==> config.mk <==
export PLATFORM = sky130hd
export DESIGN_NAME = conv_index_gen_flat
export DESIGN_NICKNAME = d
export VERILOG_FILES = /design/src/rtl/conv_index_gen_if.sv /design/src/rtl/conv_index_gen.sv /design/src/flat_wrapper.sv
export SDC_FILE = /design/constraint.sdc
export NUM_CORES = 1
export LEC_CHECK = 0
export BUFFER_PORTS_ARGS = -buffer_cell sky130_fd_sc_hd__buf_2
export CAP_MARGIN = 5
export CORE_ASPECT_RATIO = 0.9
export CORE_UTILIZATION = 55
export DETAILED_ROUTE_END_ITERATION = 10
export GPL_TIMING_DRIVEN = 0
export PLACE_DENSITY_LB_ADDON = 0.1
export SLEW_MARGIN = 20
export SYNTH_ARGS = -nofsm -noshare
export SYNTH_HDL_FRONTEND = slang
export SYNTH_SLANG_ARGS = --single-unit
==> constraint.sdc <==
create_clock -name clk -period 4.4 [get_ports clk]
set_input_delay 0.22 -clock clk [delete_from_list [all_inputs] [get_ports clk]]
set_output_delay 0.22 -clock clk [all_outputs]
set_load 0.005 [all_outputs]
==> src/rtl/conv_index_gen_if.sv <==
// Handshake and configuration bundle for the convolution index generator.
// The master side (config block / MAC control) drives the job request and
// the downstream ready; the slave side (the generator) returns the address
// pairs, term flags and job status.
interface conv_index_gen_if #(
    parameter int ADDR_W = 6
);
    logic              start_i;
    logic              mode_i;
    logic [ADDR_W-1:0] size_x_i;
    logic [ADDR_W-1:0] size_y_i;
    logic              ready_i;
    logic              valid_o;
    logic [ADDR_W-1:0] x_ptr_o;
    logic [ADDR_W-1:0] y_ptr_o;
    logic [ADDR_W:0]   z_ptr_o;
    logic              first_o;
    logic              last_o;
    logic              busy_o;
    logic              done_o;

    modport master (
        output start_i, mode_i, size_x_i, size_y_i, ready_i,
        input  valid_o, x_ptr_o, y_ptr_o, z_ptr_o, first_o, last_o, busy_o, done_o
    );

    modport slave (
        input  start_i, mode_i, size_x_i, size_y_i, ready_i,
        output valid_o, x_ptr_o, y_ptr_o, z_ptr_o, first_o, last_o, busy_o, done_o
    );
endinterface

==> src/rtl/conv_index_gen.sv <==
// Convolution index generator: walks every output index i and, for each,
// every contributing tap k, emitting (x=k, y=i-k, z) address triples with
// first/last-term markers for the MAC. Supports full and same modes.
module conv_index_gen #(
    parameter int ADDR_W = 6
) (
    input  logic             clk,
    input  logic             rst,
    conv_index_gen_if.slave  bus
);
    // Two extra bits hold Nx+Ny-2 and i+1 without wrap at maximum sizes.
    localparam int W2 = ADDR_W + 2;

    typedef enum logic [1:0] {
        ST_IDLE = 2'd0,
        ST_LOAD = 2'd1,
        ST_RUN  = 2'd2,
        ST_DONE = 2'd3
    } state_t;

    state_t          r_state;
    logic            r_mode;
    logic [W2-1:0]   r_nx;
    logic [W2-1:0]   r_ny;
    logic [W2-1:0]   r_i;
    logic [W2-1:0]   r_i_end;
    logic [W2-1:0]   r_off;
    logic [W2-1:0]   r_k;
    logic [W2-1:0]   r_kmin;
    logic [W2-1:0]   r_kmax;
    logic            r_valid;
    logic            r_busy;
    logic            r_done;

    logic [W2-1:0]   w_off;
    logic [W2-1:0]   w_i_end;
    logic [W2-1:0]   w_i_inc;
    logic            w_xfer;

    // Lowest tap index contributing to output i: max(0, i-Ny+1).
    function automatic logic [W2-1:0] f_kmin(input logic [W2-1:0] i, input logic [W2-1:0] ny);
        return ((i + W2'(1)) > ny) ? (i + W2'(1) - ny) : '0;
    endfunction

    // Highest tap index contributing to output i: min(i, Nx-1).
    function automatic logic [W2-1:0] f_kmax(input logic [W2-1:0] i, input logic [W2-1:0] nx);
        return (i < (nx - W2'(1))) ? i : (nx - W2'(1));
    endfunction

    // Same mode centres the window on Y; full mode starts at output 0.
    assign w_off   = r_mode ? ((r_ny - W2'(1)) >> 1) : '0;
    assign w_i_end = r_mode ? (w_off + r_nx - W2'(1)) : (r_nx + r_ny - W2'(2));
    assign w_i_inc = r_i + W2'(1);
    assign w_xfer  = r_valid & bus.ready_i;

    // Job sequencer: latch config, prime the first output, then step k and i
    // on each accepted beat with no bubble between outputs.
    always_ff @(posedge clk or posedge rst) begin
        if (rst) begin
            r_state <= ST_IDLE;
            r_mode  <= 1'b0;
            r_nx    <= '0;
            r_ny    <= '0;
            r_i     <= '0;
            r_i_end <= '0;
            r_off   <= '0;
            r_k     <= '0;
            r_kmin  <= '0;
            r_kmax  <= '0;
            r_valid <= 1'b0;
            r_busy  <= 1'b0;
            r_done  <= 1'b0;
        end else begin
            r_done <= 1'b0;
            case (r_state)
                ST_IDLE: begin
                    if (bus.start_i) begin
                        r_mode <= bus.mode_i;
                        r_nx   <= {2'b00, bus.size_x_i};
                        r_ny   <= {2'b00, bus.size_y_i};
                        if ((bus.size_x_i == '0) || (bus.size_y_i == '0)) begin
                            // Empty job: nothing to emit, report completion next cycle.
                            r_state <= ST_DONE;
                            r_done  <= 1'b1;
                        end else begin
                            r_state <= ST_LOAD;
                            r_busy  <= 1'b1;
                        end
                    end
                end
                ST_LOAD: begin
                    r_off   <= w_off;
                    r_i_end <= w_i_end;
                    r_i     <= w_off;
                    r_k     <= f_kmin(w_off, r_ny);
                    r_kmin  <= f_kmin(w_off, r_ny);
                    r_kmax  <= f_kmax(w_off, r_nx);
                    r_valid <= 1'b1;
                    r_state <= ST_RUN;
                end
                ST_RUN: begin
                    if (w_xfer) begin
                        if (r_k != r_kmax) begin
                            r_k <= r_k + W2'(1);
                        end else if (r_i != r_i_end) begin
                            r_i    <= w_i_inc;
                            r_k    <= f_kmin(w_i_inc, r_ny);
                            r_kmin <= f_kmin(w_i_inc, r_ny);
                            r_kmax <= f_kmax(w_i_inc, r_nx);
                        end else begin
                            r_valid <= 1'b0;
                            r_busy  <= 1'b0;
                            r_done  <= 1'b1;
                            r_state <= ST_DONE;
                        end
                    end
                end
                ST_DONE: begin
                    r_state <= ST_IDLE;
                end
                default: begin
                    r_state <= ST_IDLE;
                end
            endcase
        end
    end

    // Address outputs are pure functions of the held registers, so they stay
    // stable while the consumer stalls; flags are qualified by valid.
    assign bus.valid_o = r_valid;
    assign bus.x_ptr_o = ADDR_W'(r_k);
    assign bus.y_ptr_o = ADDR_W'(r_i - r_k);
    assign bus.z_ptr_o = (ADDR_W + 1)'(r_i - r_off);
    assign bus.first_o = r_valid & (r_k == r_kmin);
    assign bus.last_o  = r_valid & (r_k == r_kmax);
    assign bus.busy_o  = r_busy;
    assign bus.done_o  = r_done;

endmodule

==> src/flat_wrapper.sv <==
// flat-port wrapper written by rule: the top's interface ports become plain ports
module conv_index_gen_flat 
#(
    parameter int ADDR_W = 6
)
  (clk, rst, bus_start_i, bus_mode_i, bus_size_x_i, bus_size_y_i, bus_ready_i, bus_valid_o, bus_x_ptr_o, bus_y_ptr_o, bus_z_ptr_o, bus_first_o, bus_last_o, bus_busy_o, bus_done_o);
  conv_index_gen_if #(.ADDR_W(ADDR_W)) bus_i ();
  input  logic clk;
  input  logic rst;
  input wire logic [$bits(bus_i.start_i)-1:0] bus_start_i;
  input wire logic [$bits(bus_i.mode_i)-1:0] bus_mode_i;
  input wire logic [$bits(bus_i.size_x_i)-1:0] bus_size_x_i;
  input wire logic [$bits(bus_i.size_y_i)-1:0] bus_size_y_i;
  input wire logic [$bits(bus_i.ready_i)-1:0] bus_ready_i;
  output wire logic [$bits(bus_i.valid_o)-1:0] bus_valid_o;
  output wire logic [$bits(bus_i.x_ptr_o)-1:0] bus_x_ptr_o;
  output wire logic [$bits(bus_i.y_ptr_o)-1:0] bus_y_ptr_o;
  output wire logic [$bits(bus_i.z_ptr_o)-1:0] bus_z_ptr_o;
  output wire logic [$bits(bus_i.first_o)-1:0] bus_first_o;
  output wire logic [$bits(bus_i.last_o)-1:0] bus_last_o;
  output wire logic [$bits(bus_i.busy_o)-1:0] bus_busy_o;
  output wire logic [$bits(bus_i.done_o)-1:0] bus_done_o;
  assign bus_i.start_i = bus_start_i;
  assign bus_i.mode_i = bus_mode_i;
  assign bus_i.size_x_i = bus_size_x_i;
  assign bus_i.size_y_i = bus_size_y_i;
  assign bus_i.ready_i = bus_ready_i;
  assign bus_valid_o = bus_i.valid_o;
  assign bus_x_ptr_o = bus_i.x_ptr_o;
  assign bus_y_ptr_o = bus_i.y_ptr_o;
  assign bus_z_ptr_o = bus_i.z_ptr_o;
  assign bus_first_o = bus_i.first_o;
  assign bus_last_o = bus_i.last_o;
  assign bus_busy_o = bus_i.busy_o;
  assign bus_done_o = bus_i.done_o;
  conv_index_gen #(.ADDR_W(ADDR_W)) u_core (.clk(clk), .rst(rst), .bus(bus_i));
endmodule
==> flow_results.xml <==
<?xml version="1.0" encoding="UTF-8"?>
<metrics>
  <group name="sta">
    <metric name="layout_min_cycle_time" unit="ps">4031</metric>
    <metric name="hold_violations" unit="">0</metric>
    <metric name="timing.final.ws_setup" unit="ps">368.6</metric>
    <metric name="max_slew_margin" unit="">0.4572</metric>
    <metric name="number_of_setup_violations_in_the_final_report" unit="">0</metric>
    <metric name="worst_clock_skew" unit="ps">8.706</metric>
    <metric name="max_slew.worst_pin.slew" unit="ps">803.7</metric>
    <metric name="rsz0062_at_grt" unit="">no</metric>
    <metric name="fmax" unit="GHz">0.2481</metric>
    <metric name="maxSlewViolCount" unit="">0</metric>
    <metric name="setup_tns" unit="ps">0</metric>
    <metric name="finalCritPeriodShare" unit="">0.9162</metric>
  </group>
  <group name="routing">
    <metric name="number_of_iterations_in_the_first_detailed_routing_pass" unit="">4</metric>
    <metric name="count_of_vias_placed_by_the_detailed_router" unit="">5342</metric>
    <metric name="wl_met3" unit="um">851</metric>
    <metric name="drt-wirelength-per-cell" unit="um">18.85</metric>
    <metric name="maxUsedRoutingLayer" unit="">met4</metric>
    <metric name="drt-met1-wl" unit="um">8078</metric>
    <metric name="initialDrtViolationCount" unit="">246</metric>
    <metric name="total_detailed_routing_wirelength" unit="um">17260</metric>
    <metric name="post_drt_via_cell_ratio" unit="">5.832</metric>
    <metric name="met2RoutedLength" unit="um">7951</metric>
    <metric name="number_of_remaining_drc_errors" unit="">0</metric>
    <metric name="ant_nets" unit="">0</metric>
  </group>
  <group name="place">
    <metric name="detailedPlace.worstSlack" unit="ps">-157.6</metric>
    <metric name="dp_hpwl" unit="um">13600</metric>
    <metric name="port_buffers" unit="">40</metric>
    <metric name="finalWeightedCongestion" unit="">0.9595</metric>
  </group>
  <group name="global_routing">
    <metric name="initial_antenna_violation_count" unit="">0</metric>
    <metric name="grt.overflow.total" unit="">0</metric>
    <metric name="grt_start_max_net_pins" unit="">36</metric>
    <metric name="grtUsageTotal" unit="">0.3156</metric>
    <metric name="grt_pass1_wl" unit="um">27390</metric>
    <metric name="grt_pass1_vias" unit="">5164</metric>
  </group>
  <group name="floorplanning">
    <metric name="starting_density" unit="">0.5656</metric>
    <metric name="design.core.area" unit="um^2">10810</metric>
    <metric name="placement_rows" unit="">36</metric>
    <metric name="die_x" unit="um">113.1</metric>
    <metric name="ioPinCount" unit="">41</metric>
    <metric name="die_height" unit="um">102.0</metric>
    <metric name="dieArea" unit="um^2">11540</metric>
  </group>
  <group name="cts">
    <metric name="tritoncts.num_buffers" unit="">9</metric>
    <metric name="clock_latency_reported_for_the_late_side_of_the_worst_skew_pair" unit="ps">350</metric>
    <metric name="clkTransAtPathRegs" unit="ps">60</metric>
    <metric name="numClockSinks" unit="">64</metric>
    <metric name="clock_root_buffer" unit="">sky130_fd_sc_hd__clkbuf_16</metric>
    <metric name="cts_buffer_depth" unit="">2</metric>
    <metric name="cts_tree" unit="">done</metric>
    <metric name="cts-htree-levels" unit="">3</metric>
  </group>
  <group name="synth">
    <metric name="synth.lib_cells_used.distinct" unit="">73</metric>
    <metric name="synth_ff_type" unit="">sky130_fd_sc_hd__dfrtp_1</metric>
    <metric name="syn_inst" unit="">724</metric>
    <metric name="total_nets_after_synthesis" unit="">810</metric>
    <metric name="number_of_enable_flip_flop_cells_after_synthesis" unit="">0</metric>
    <metric name="synth.cell_area" unit="um^2">6115</metric>
    <metric name="synth.ff_latch_count" unit="">64</metric>
    <metric name="asyncSetResetFlopFracSynth" unit="">1.000</metric>
    <metric name="yosysSeqAreaShare" unit="">0.2619</metric>
    <metric name="warnings_synthesis" unit="">0</metric>
    <metric name="post_synth.cell_area_avg" unit="um^2">8.446</metric>
  </group>
  <group name="hold_path">
    <metric name="hold_path_depth" unit="">2</metric>
    <metric name="min-delay-start" unit="">bus_mode_i</metric>
    <metric name="hold_endpoint" unit="">u_core.r_mode</metric>
    <metric name="hold_path.class" unit="">input port to flip-flop</metric>
  </group>
  <group name="worst_setup_path">
    <metric name="timing.critical_path.fanout_max" unit="">10</metric>
    <metric name="worst-endpoint-arrival" unit="ps">4240</metric>
    <metric name="required" unit="ps">4610</metric>
    <metric name="worst_setup_path_start_kind" unit="">flip-flop</metric>
    <metric name="timing.critical_path.cells" unit="">buf_2 -&gt; inv_1 -&gt; ha_1 -&gt; nor2_1 -&gt; nand3_1 -&gt; nor2_1 -&gt; xnor2_1 -&gt; ha_1 -&gt; a21o_1 -&gt; o21a_1 -&gt; or3_1 -&gt; clkbuf_1 -&gt; a31o_2 -&gt; a211oi_1 -&gt; a21oi_1</metric>
    <metric name="max_stage_delay" unit="ps">420</metric>
    <metric name="critPathCaptureType" unit="">flip-flop</metric>
    <metric name="path_delay_family" unit="">compound AO/OA/AOI/OAI gates</metric>
    <metric name="register_to_register_setup_slack" unit="ps">370</metric>
    <metric name="worstSetupPathType" unit="">flip-flop to flip-flop</metric>
    <metric name="reg2regPathDepth" unit="">15</metric>
    <metric name="critPathBufInv" unit="">3</metric>
    <metric name="critical_path.reg2reg.startpoint" unit="">u_core.r_i[0]</metric>
    <metric name="timing.rr.end" unit="">u_core.r_k[2]</metric>
    <metric name="crit_path_top_delay_cell" unit="">sky130_fd_sc_hd__dfrtp_1</metric>
  </group>
  <group name="final_layout">
    <metric name="area_growth" unit="%">12.42</metric>
    <metric name="final_net_count" unit="">864</metric>
    <metric name="utilization" unit="">0.6359</metric>
    <metric name="antenna_cell_count" unit="">0</metric>
    <metric name="drive_above_1_share" unit="">0.1379</metric>
  </group>
  <group name="run_status">
    <metric name="outcome" unit="">finished, final reports clean</metric>
  </group>
  <group name="job">
    <metric name="drv.max_cap_violation_count" unit="">0</metric>
  </group>
</metrics>
## final cells by class
cell class	count	area, um^2
Multi-Input combinational cell	546	4048
Fill cell	985	3936
Sequential cell	64	1603
Inverter	79	302.8
Timing Repair Buffer	43	237.7
Clock buffer	11	232.7
Buffer	35	178.9
Tap cell	133	166.4
Clock inverter	5	105.1
## stage by stage
stage	cells	hold WS (ps)	cell area, um^2
6_report	916	106.7	6874
5_1_grt	916	114.6	6874
4_1_cts	915	99.89	6852
3_5_place_dp	898	241.6	6504
3_3_place_gp	897	455.6	6481
2_1_floorplan	724	370.4	6115
## registers in the layout (all words and copies together) (netlist names), 2 cells and up
name            cells
u_core.r_kmax       8
u_core.r_ny         6
u_core.r_off        6
u_core.r_nx         6
u_core.r_kmin       8
u_core.r_i          8
u_core.r_i_end      8
u_core.r_state      2
u_core.r_k          8
## per-layer routing
| metal | track usage | vias to the layer above |
|---|---|---|
| li1 | - | 2623 |
| met1 | 0.4137 | 2546 |
| met2 | 0.5295 | 145 |
| met3 | 0.05575 | 28 |
| met4 | 0.1103 | 0 |
| met5 | 0 | - |
## worst max path at each step
stage / end / cells after the start / start / slack, ps
floorplan: u_core.r_k[0] / 17 / u_core.r_ny[1] / 830
global placement: u_core.r_kmin[3] / 18 / u_core.r_ny[1] / -50
detailed placement: u_core.r_kmin[3] / 18 / u_core.r_ny[1] / -160
CTS: u_core.r_kmin[3] / 18 / u_core.r_ny[1] / 30
global route: u_core.r_kmin[3] / 18 / u_core.r_ny[0] / 50
finish: u_core.r_k[2] / 15 / u_core.r_i[0] / 370
## cells by family (layout without fill, tap and decap cells)
logic type | Yosys count | after routing | share of synthesized area
and+or+nand+nor | 194 | 194 | 0.1606
AOI/OAI and AO/OA | 177 | 177 | 0.1897
buffers and inverters | 114 | 173 | 0.07776
xor gates and xnor gates | 81 | 81 | 0.1160
adders and majority gates | 69 | 69 | 0.1498
DFF | 64 | 64 | 0.2619
muxes | 25 | 25 | 0.04420
## repair_timing
| action | CTS | global route |
|---|---|---|
| hold endpoints to repair | 29 | 0 |
| setup endpoints to repair | 7 | 16 |
| gates resized for setup | 1 | 4 |
| hold buffers | 1 | 0 |
| buffers inserted | 0 | 1 |
## cells in the mapped netlist, types with 5 or more instances
| master | count | area share |
|---|---|---|
| sky130_fd_sc_hd__buf_2 | 5 | 0.0041 |
| sky130_fd_sc_hd__clkbuf_1 | 19 | 0.012 |
| sky130_fd_sc_hd__dfrtp_1 | 64 | 0.26 |
| sky130_fd_sc_hd__a31oi_1 | 10 | 0.010 |
| sky130_fd_sc_hd__nand3_1 | 21 | 0.017 |
| sky130_fd_sc_hd__inv_1 | 76 | 0.047 |
| sky130_fd_sc_hd__xor2_1 | 34 | 0.049 |
| sky130_fd_sc_hd__ha_1 | 62 | 0.13 |
| sky130_fd_sc_hd__a21o_1 | 13 | 0.016 |
| sky130_fd_sc_hd__nor2_1 | 42 | 0.026 |
| sky130_fd_sc_hd__xnor2_1 | 47 | 0.067 |
| sky130_fd_sc_hd__o21ai_0 | 43 | 0.035 |
| sky130_fd_sc_hd__nand2b_1 | 13 | 0.013 |
| sky130_fd_sc_hd__nor3_1 | 11 | 0.0090 |
| sky130_fd_sc_hd__o21bai_1 | 5 | 0.0061 |
| sky130_fd_sc_hd__nand2_1 | 54 | 0.033 |
| sky130_fd_sc_hd__nor2b_1 | 10 | 0.010 |
| sky130_fd_sc_hd__nor4_1 | 5 | 0.0051 |
| sky130_fd_sc_hd__o211ai_1 | 10 | 0.012 |
| sky130_fd_sc_hd__fa_1 | 7 | 0.023 |
| sky130_fd_sc_hd__a21oi_1 | 44 | 0.036 |
| sky130_fd_sc_hd__o21a_1 | 6 | 0.0074 |
| sky130_fd_sc_hd__buf_4 | 7 | 0.0086 |
| sky130_fd_sc_hd__and2_1 | 6 | 0.0061 |
| sky130_fd_sc_hd__mux2_2 | 16 | 0.029 |
| sky130_fd_sc_hd__mux2i_1 | 9 | 0.015 |
| sky130_fd_sc_hd__a211oi_1 | 7 | 0.0086 |
## cells in the final DEF, fill, tap and decap left out, drive strengths merged, types with 5 or more instances in the layout
cell type | Yosys | routed
nor4 | 5 | 5
a21o | 13 | 13
clkbuf | 19 | 30
mux2 | 16 | 16
nor2 | 42 | 42
a211oi | 7 | 7
xnor2 | 47 | 47
nand2b | 13 | 13
fa | 7 | 7
nor3 | 12 | 12
a31oi | 11 | 11
o21a | 6 | 6
nor2b | 10 | 10
o21ai | 45 | 45
o21bai | 5 | 5
dfrtp | 64 | 64
or3 | 5 | 5
ha | 62 | 62
buf | 16 | 58
inv | 77 | 77
mux2i | 9 | 9
nand3 | 22 | 22
a21oi | 45 | 45
o211ai | 10 | 10
nand2 | 54 | 54
and2 | 6 | 6
xor2 | 34 | 34
Power is not shown: default switching activity piles up to over one toggle a cycle in this logic, so the estimate is an artifact.
